**src/rtl/fp_int_mul_lanes.sv**
```systemverilog
// Bit-serial FP16 x signed-INT multiplier: one FP16 activation broadcast to LANES weights.
// Optional `ZERO_SKIP_EN ends the multiply once no lane has magnitude bits left above cnt.
module fp_int_mul_lane #(
    parameter int W_WIDTH   = 4,
    parameter int MAN_WIDTH = 11 + W_WIDTH,
    parameter int CW        = 2
) (
    input  logic                 clk,
    input  logic                 rst,
    input  logic                 load,
    input  logic                 step,
    input  logic                 finish,
    input  logic [W_WIDTH-1:0]   w,
    input  logic [10:0]          sig,
    input  logic [CW-1:0]        cnt,
    input  logic                 act_sign,
`ifdef ZERO_SKIP_EN
    output logic                 hi_zero,
`endif
    output logic                 sign_out,
    output logic [MAN_WIDTH-1:0] mantissa_out
);
    logic [W_WIDTH-1:0]   mag;
    logic [W_WIDTH-1:0]   w_abs;
    logic                 w_sign;
    logic [MAN_WIDTH-1:0] acc;
    logic [MAN_WIDTH-1:0] acc_nxt;

    // the most negative weight maps to 2^(W_WIDTH-1), which still fits unsigned
    assign w_abs   = w[W_WIDTH-1] ? (~w + 1'b1) : w;
    assign acc_nxt = acc + (mag[cnt] ? (MAN_WIDTH'(sig) << cnt) : '0);
`ifdef ZERO_SKIP_EN
    assign hi_zero = ((mag >> cnt) >> 1) == '0;
`endif

    always_ff @(posedge clk or negedge rst) begin
        if (!rst) begin
            mag          <= '0;
            w_sign       <= 1'b0;
            acc          <= '0;
            sign_out     <= 1'b0;
            mantissa_out <= '0;
        end else if (load) begin
            mag    <= w_abs;
            w_sign <= w[W_WIDTH-1];
            acc    <= '0;
        end else if (step) begin
            acc <= acc_nxt;
            if (finish) begin
                mantissa_out <= acc_nxt;
                sign_out     <= act_sign ^ w_sign;
            end
        end
    end
endmodule

module fp_int_mul_lanes #(
    parameter int ACT_WIDTH = 16,
    parameter int W_WIDTH   = 4,
    parameter int LANES     = 4,
    parameter int MAN_WIDTH = 11 + W_WIDTH
) (
    input  logic                         clk,
    input  logic                         rst,
    input  logic [ACT_WIDTH-1:0]         activation,
    input  logic [LANES*W_WIDTH-1:0]     weight,
    input  logic                         start,
    output logic                         busy,
    output logic [LANES-1:0]             sign_out,
    output logic [4:0]                   exp_out,
    output logic [LANES*MAN_WIDTH-1:0]   mantissa_out,
    output logic                         done
);
    localparam int CW = (W_WIDTH > 1) ? $clog2(W_WIDTH) : 1;
    localparam logic [CW-1:0] CNT_LAST = CW'(W_WIDTH - 1);
    localparam logic [0:0] S_IDLE = 1'b0;
    localparam logic [0:0] S_MUL  = 1'b1;

    typedef struct packed {
        logic        sign;
        logic [4:0]  exp;
        logic [10:0] sig;
    } act_t;

    logic [0:0]                         state;
    logic [CW-1:0]                      cnt;
    act_t                               act;
    act_t                               act_dec;
    logic                               load;
    logic                               step;
    logic                               fin;
    logic [LANES-1:0][MAN_WIDTH-1:0]    lane_man;
    logic [LANES-1:0][W_WIDTH-1:0]      lane_w;

    // hidden bit is 0 for subnormals (exp==0); Inf/NaN are not special-cased
    assign act_dec.sign = activation[15];
    assign act_dec.exp  = activation[14:10];
    assign act_dec.sig  = {activation[14:10] != 5'd0, activation[9:0]};

    assign busy   = (state == S_MUL);
    assign load   = (state == S_IDLE) && start;
    assign step   = (state == S_MUL);
    assign lane_w = weight;
    assign mantissa_out = lane_man;

`ifdef ZERO_SKIP_EN
    logic [LANES-1:0] hi_zero;
    assign fin = (cnt == CNT_LAST) || (&hi_zero);
`else
    assign fin = (cnt == CNT_LAST);
`endif

    always_ff @(posedge clk or negedge rst) begin
        if (!rst) begin
            state   <= S_IDLE;
            cnt     <= '0;
            act     <= '0;
            done    <= 1'b0;
            exp_out <= 5'd0;
        end else begin
            case (state)
                S_IDLE: if (start) begin
                    act   <= act_dec;
                    cnt   <= '0;
                    done  <= 1'b0;
                    state <= S_MUL;
                end
                default: begin
                    cnt <= cnt + 1'b1;
                    if (fin) begin
                        state   <= S_IDLE;
                        done    <= 1'b1;
                        exp_out <= act.exp;
                    end
                end
            endcase
        end
    end

    for (genvar i = 0; i < LANES; i++) begin : g_lane
        fp_int_mul_lane #(
            .W_WIDTH   (W_WIDTH),
            .MAN_WIDTH (MAN_WIDTH),
            .CW        (CW)
        ) u_lane (
            .clk          (clk),
            .rst          (rst),
            .load         (load),
            .step         (step),
            .finish       (fin),
            .w            (lane_w[i]),
            .sig          (act.sig),
            .cnt          (cnt),
            .act_sign     (act.sign),
`ifdef ZERO_SKIP_EN
            .hi_zero      (hi_zero[i]),
`endif
            .sign_out     (sign_out[i]),
            .mantissa_out (lane_man[i])
        );
    end
endmodule

```
**config.mk**
```make
export PLATFORM = sky130hd
export DESIGN_NAME = fp_int_mul_lanes
export DESIGN_NICKNAME = d
export VERILOG_FILES = /design/src/rtl/fp_int_mul_lanes.sv
export SDC_FILE = /design/constraint.sdc
export NUM_CORES = 1
export LEC_CHECK = 0
export ABC_AREA = 0
export CAP_MARGIN = 10
export CORE_ASPECT_RATIO = 2
export CORE_MARGIN = 3
export CORE_UTILIZATION = 59
export CTS_BUF_LIST = sky130_fd_sc_hd__clkbuf_2
export DETAILED_ROUTE_END_ITERATION = 16
export GPL_ROUTABILITY_DRIVEN = 0
export GPL_TIMING_DRIVEN = 0
export PLACE_DENSITY = 0.83
export SETUP_SLACK_MARGIN = 0.02
export SYNTH_ARGS = -nofsm -noshare
export SYNTH_HDL_FRONTEND = slang
export SYNTH_SLANG_ARGS = --single-unit
```
**constraint.sdc**
```tcl
create_clock -name clk -period 4.35 [get_ports clk]
set_input_delay 0.87 -clock clk [delete_from_list [all_inputs] [get_ports clk]]
set_output_delay 0.87 -clock clk [all_outputs]
set_load 0.02 [all_outputs]
```
==> flow_summary.yaml <==
worst_setup_path:
  cp.buffers_inverters: 2
  critPathLaunch: "cnt[0]"
  path_class: "flop to flop"
  rrSetupSlack_ps: 170
  cp-start-kind: "flop"
  cp.required_ps: 5020
  critPathTopFamily: "compound AO/OA/AOI/OAI gates"
  arrival_ps: 4850
  cp_num_cells: 13
  path_cells: "clkbuf_1 > buf_2 > mux2i_1 > nor2_1 > a31oi_1 > nor2_1 > ha_1 > o21a_1 > a21o_1 > a21oi_1 > o31a_1 > o311ai_0 > a31oi_1"
  endpoint_kind: "flop"
  reg2reg_depth: 13
  max_stage_delay_ps: 600
  crit_end: "g_lane[2].u_lane.mantissa_out[13]"
  critPathMaxFanout: 10
  r2r-end: "g_lane[2].u_lane.mantissa_out[13]"
  slowest_stage: "a31oi_1"
  timing.rr.start: "cnt[0]"
clocking:
  cts_root_buf: "clkbuf_2"
  cts_buffers: 17
  clk_latency_ps: 780
  postCtsSetupBuffers: 0
  ctsResizeCount: 0
  cts_buffer_depth: 2
  cts_tree: "built"
  hold_buffers: 0
  numClockSinks: 170
  htree_levels: 4
  clkSlewWorstSetupHoldPaths_ps: 280
sta:
  fin_crit_sh_pct: 96.1
  relSlewSlack_pct: 25.6
  rsz0062_at_grt: "no"
  setup_viol: 0
  slew_viol_final: 0
  fmax_ghz: 0.239
  max_slew.worst_pin.slew_ps: 1100
  finalHoldViolCount: 0
  clock-skew-final_ps: 43.9
  fin_crit_ps: 4180
routing:
  dr.pass1.iters: 5
  routed_wl_um: 25600
  postRouteAntennaNets: 0
  dr_total_vias: 8207
  routed_via_density: 6.18
  drtIter0Drc: 461
  wl_per_cell_um: 19.3
  drc: 0
grt:
  antenna_found_initial: 1
  grt_start_max_net_pins: 91
  grt_pass1_vias: 8500
  grt_pass1_wl_um: 41900
  grt_remaining_overflow: 0
  grtUsageTotal_pct: 29.0
floorplanning:
  fp.dieW_um: 96.7
  start_util_pct: 60.9
  io_pins: 106
  die_h_um: 187
  num_rows: 65
  dieArea_um2: 18100
  core_um2: 15900
logic_synthesis:
  synth_nets: 1089
  synth_async_sr_flop_share_pct: 100
  yosys.area.top_type_share_pct: 43.8
  synth_seq_cells: 170
  synth_area_leader_cell: "dfrtp_1"
  syn_area_per_cell_um2: 9.82
  syn_area_um2: 9720
  ys.flop_type: "dfrtp_1"
  synthTopCellsByArea: "dfrtp_1 44%, ha_1 7.9%, nand2_1 6.4%, mux2_2 5.8%, a22o_1 4.1%"
  netlist_instances: 989
  synth_edf_count: 0
  ys_warn_count: 0
  synth-seq-area-share_pct: 43.8
  synth_cell_types: 70
job:
  maxCapViolations: 0
finish:
  post-route-util_pct: 70.8
  areaGrowthSynthToFinish_pct: 16.2
  nFillCells: 1277
  fin_nets: 1214
  mostFrequentLayoutCells: "170 x dfrtp_1, 165 x nand2_1, 104 x clkdlybuf4s50_1"
  layout_commonest_cell: "dfrtp_1"
  drive_gt1_share_pct: 9.67
hold_path:
  hold_path_class: "primary input to asynchronous set/reset pin"
placement:
  dp_hpwl_um: 19500
  io_buffers: 105
run_status:
  status: "complete, no violations"
==> kinds of logic (layout without fill, tap and decap cells) <==
kind of cell	count (synthesis)	in the layout	share of synthesized area [%]
AO/OA/AOI/OAI	262	262	18.6
XOR/XNOR	53	53	4.78
adder cells (fa/ha/maj)	65	65	8.68
buffers and inverters	73	211	3.09
flip-flops	170	170	43.8
multiplexers	66	66	7.44
other	0	1	0
AND/OR/NAND/NOR	300	300	13.7
==> stage by stage <==
stage / hold WS [ps] / worst slack, ps / cell area (µm²) / std cells / setup TNS (ps)
2_1_floorplan: 433 / 1030 / 9720 / 989 / 0
3_3_place_gp: 446 / -4360 / 11000 / 1295 / -738240
3_5_place_dp: 460 / 237 / 11100 / 1296 / 0
4_1_cts: 11.9 / 183 / 11300 / 1328 / 0
5_1_grt: 1.11 / 64.6 / 11300 / 1329 / 0
6_report: 22.2 / 171 / 11300 / 1329 / 0
==> layer usage <==
metal | wire length, µm | share of wire [%] | track usage, %
met5 | 0 | 0 | 0
met4 | 2160 | 8.4 | 20.9
met3 | 1540 | 6.0 | 5.08
met2 | 13000 | 51 | 51.0
met1 | 8950 | 35 | 30.6
==> final cells by class <==
cell class	count	area [µm²]	share of cell area (%)
inverters	21	78.8	0.698
clock inverters	14	140	1.24
diodes	1	2.50	0.0222
plain buffers	52	225	2.00
well taps	201	251	2.23
clock buffers	18	90.1	0.798
repair buffers	106	1080	9.60
flip-flops and latches	170	4250	37.7
multi-input cells	746	5160	45.7
==> worst min path at each step <==
stage	startpoint	endpoint
after floorplan	act[11]	exp_out[0]
after global placement	act[12]	exp_out[1]
after detailed placement	act[15]	exp_out[4]
after CTS	rst	exp_out[2]
after global routing	rst	exp_out[2]
final	rst	exp_out[2]
==> flip-flops by register name, summed over array words and instances, names as in the netlist <==
signal,cells
cnt,2
busy,1
act,17
g_lane.u_lane.acc,60
done,1
g_lane.u_lane.sign_out,4
g_lane.u_lane.mag,16
g_lane.u_lane.w_sign,4
g_lane.u_lane.mantissa_out,60
exp_out,5
==> synth_stat cells, types with 9 or more instances <==
master    number
xor2_1        14
a21o_1        19
dfrtp_1      170
xnor2_1       39
nand3_1        9
and2_1         9
mux2_2        50
mux2i_1       16
nand2_1      165
o21a_1        13
nor2_1        67
ha_1          61
clkbuf_1      38
inv_1         21
a21oi_1       48
o21ai_0       65
a31oi_1        9
a22o_1        46
Power is left out: the tool's default activity adds up to more than one toggle a clock period on the data nets, which glitch-free logic cannot reach.
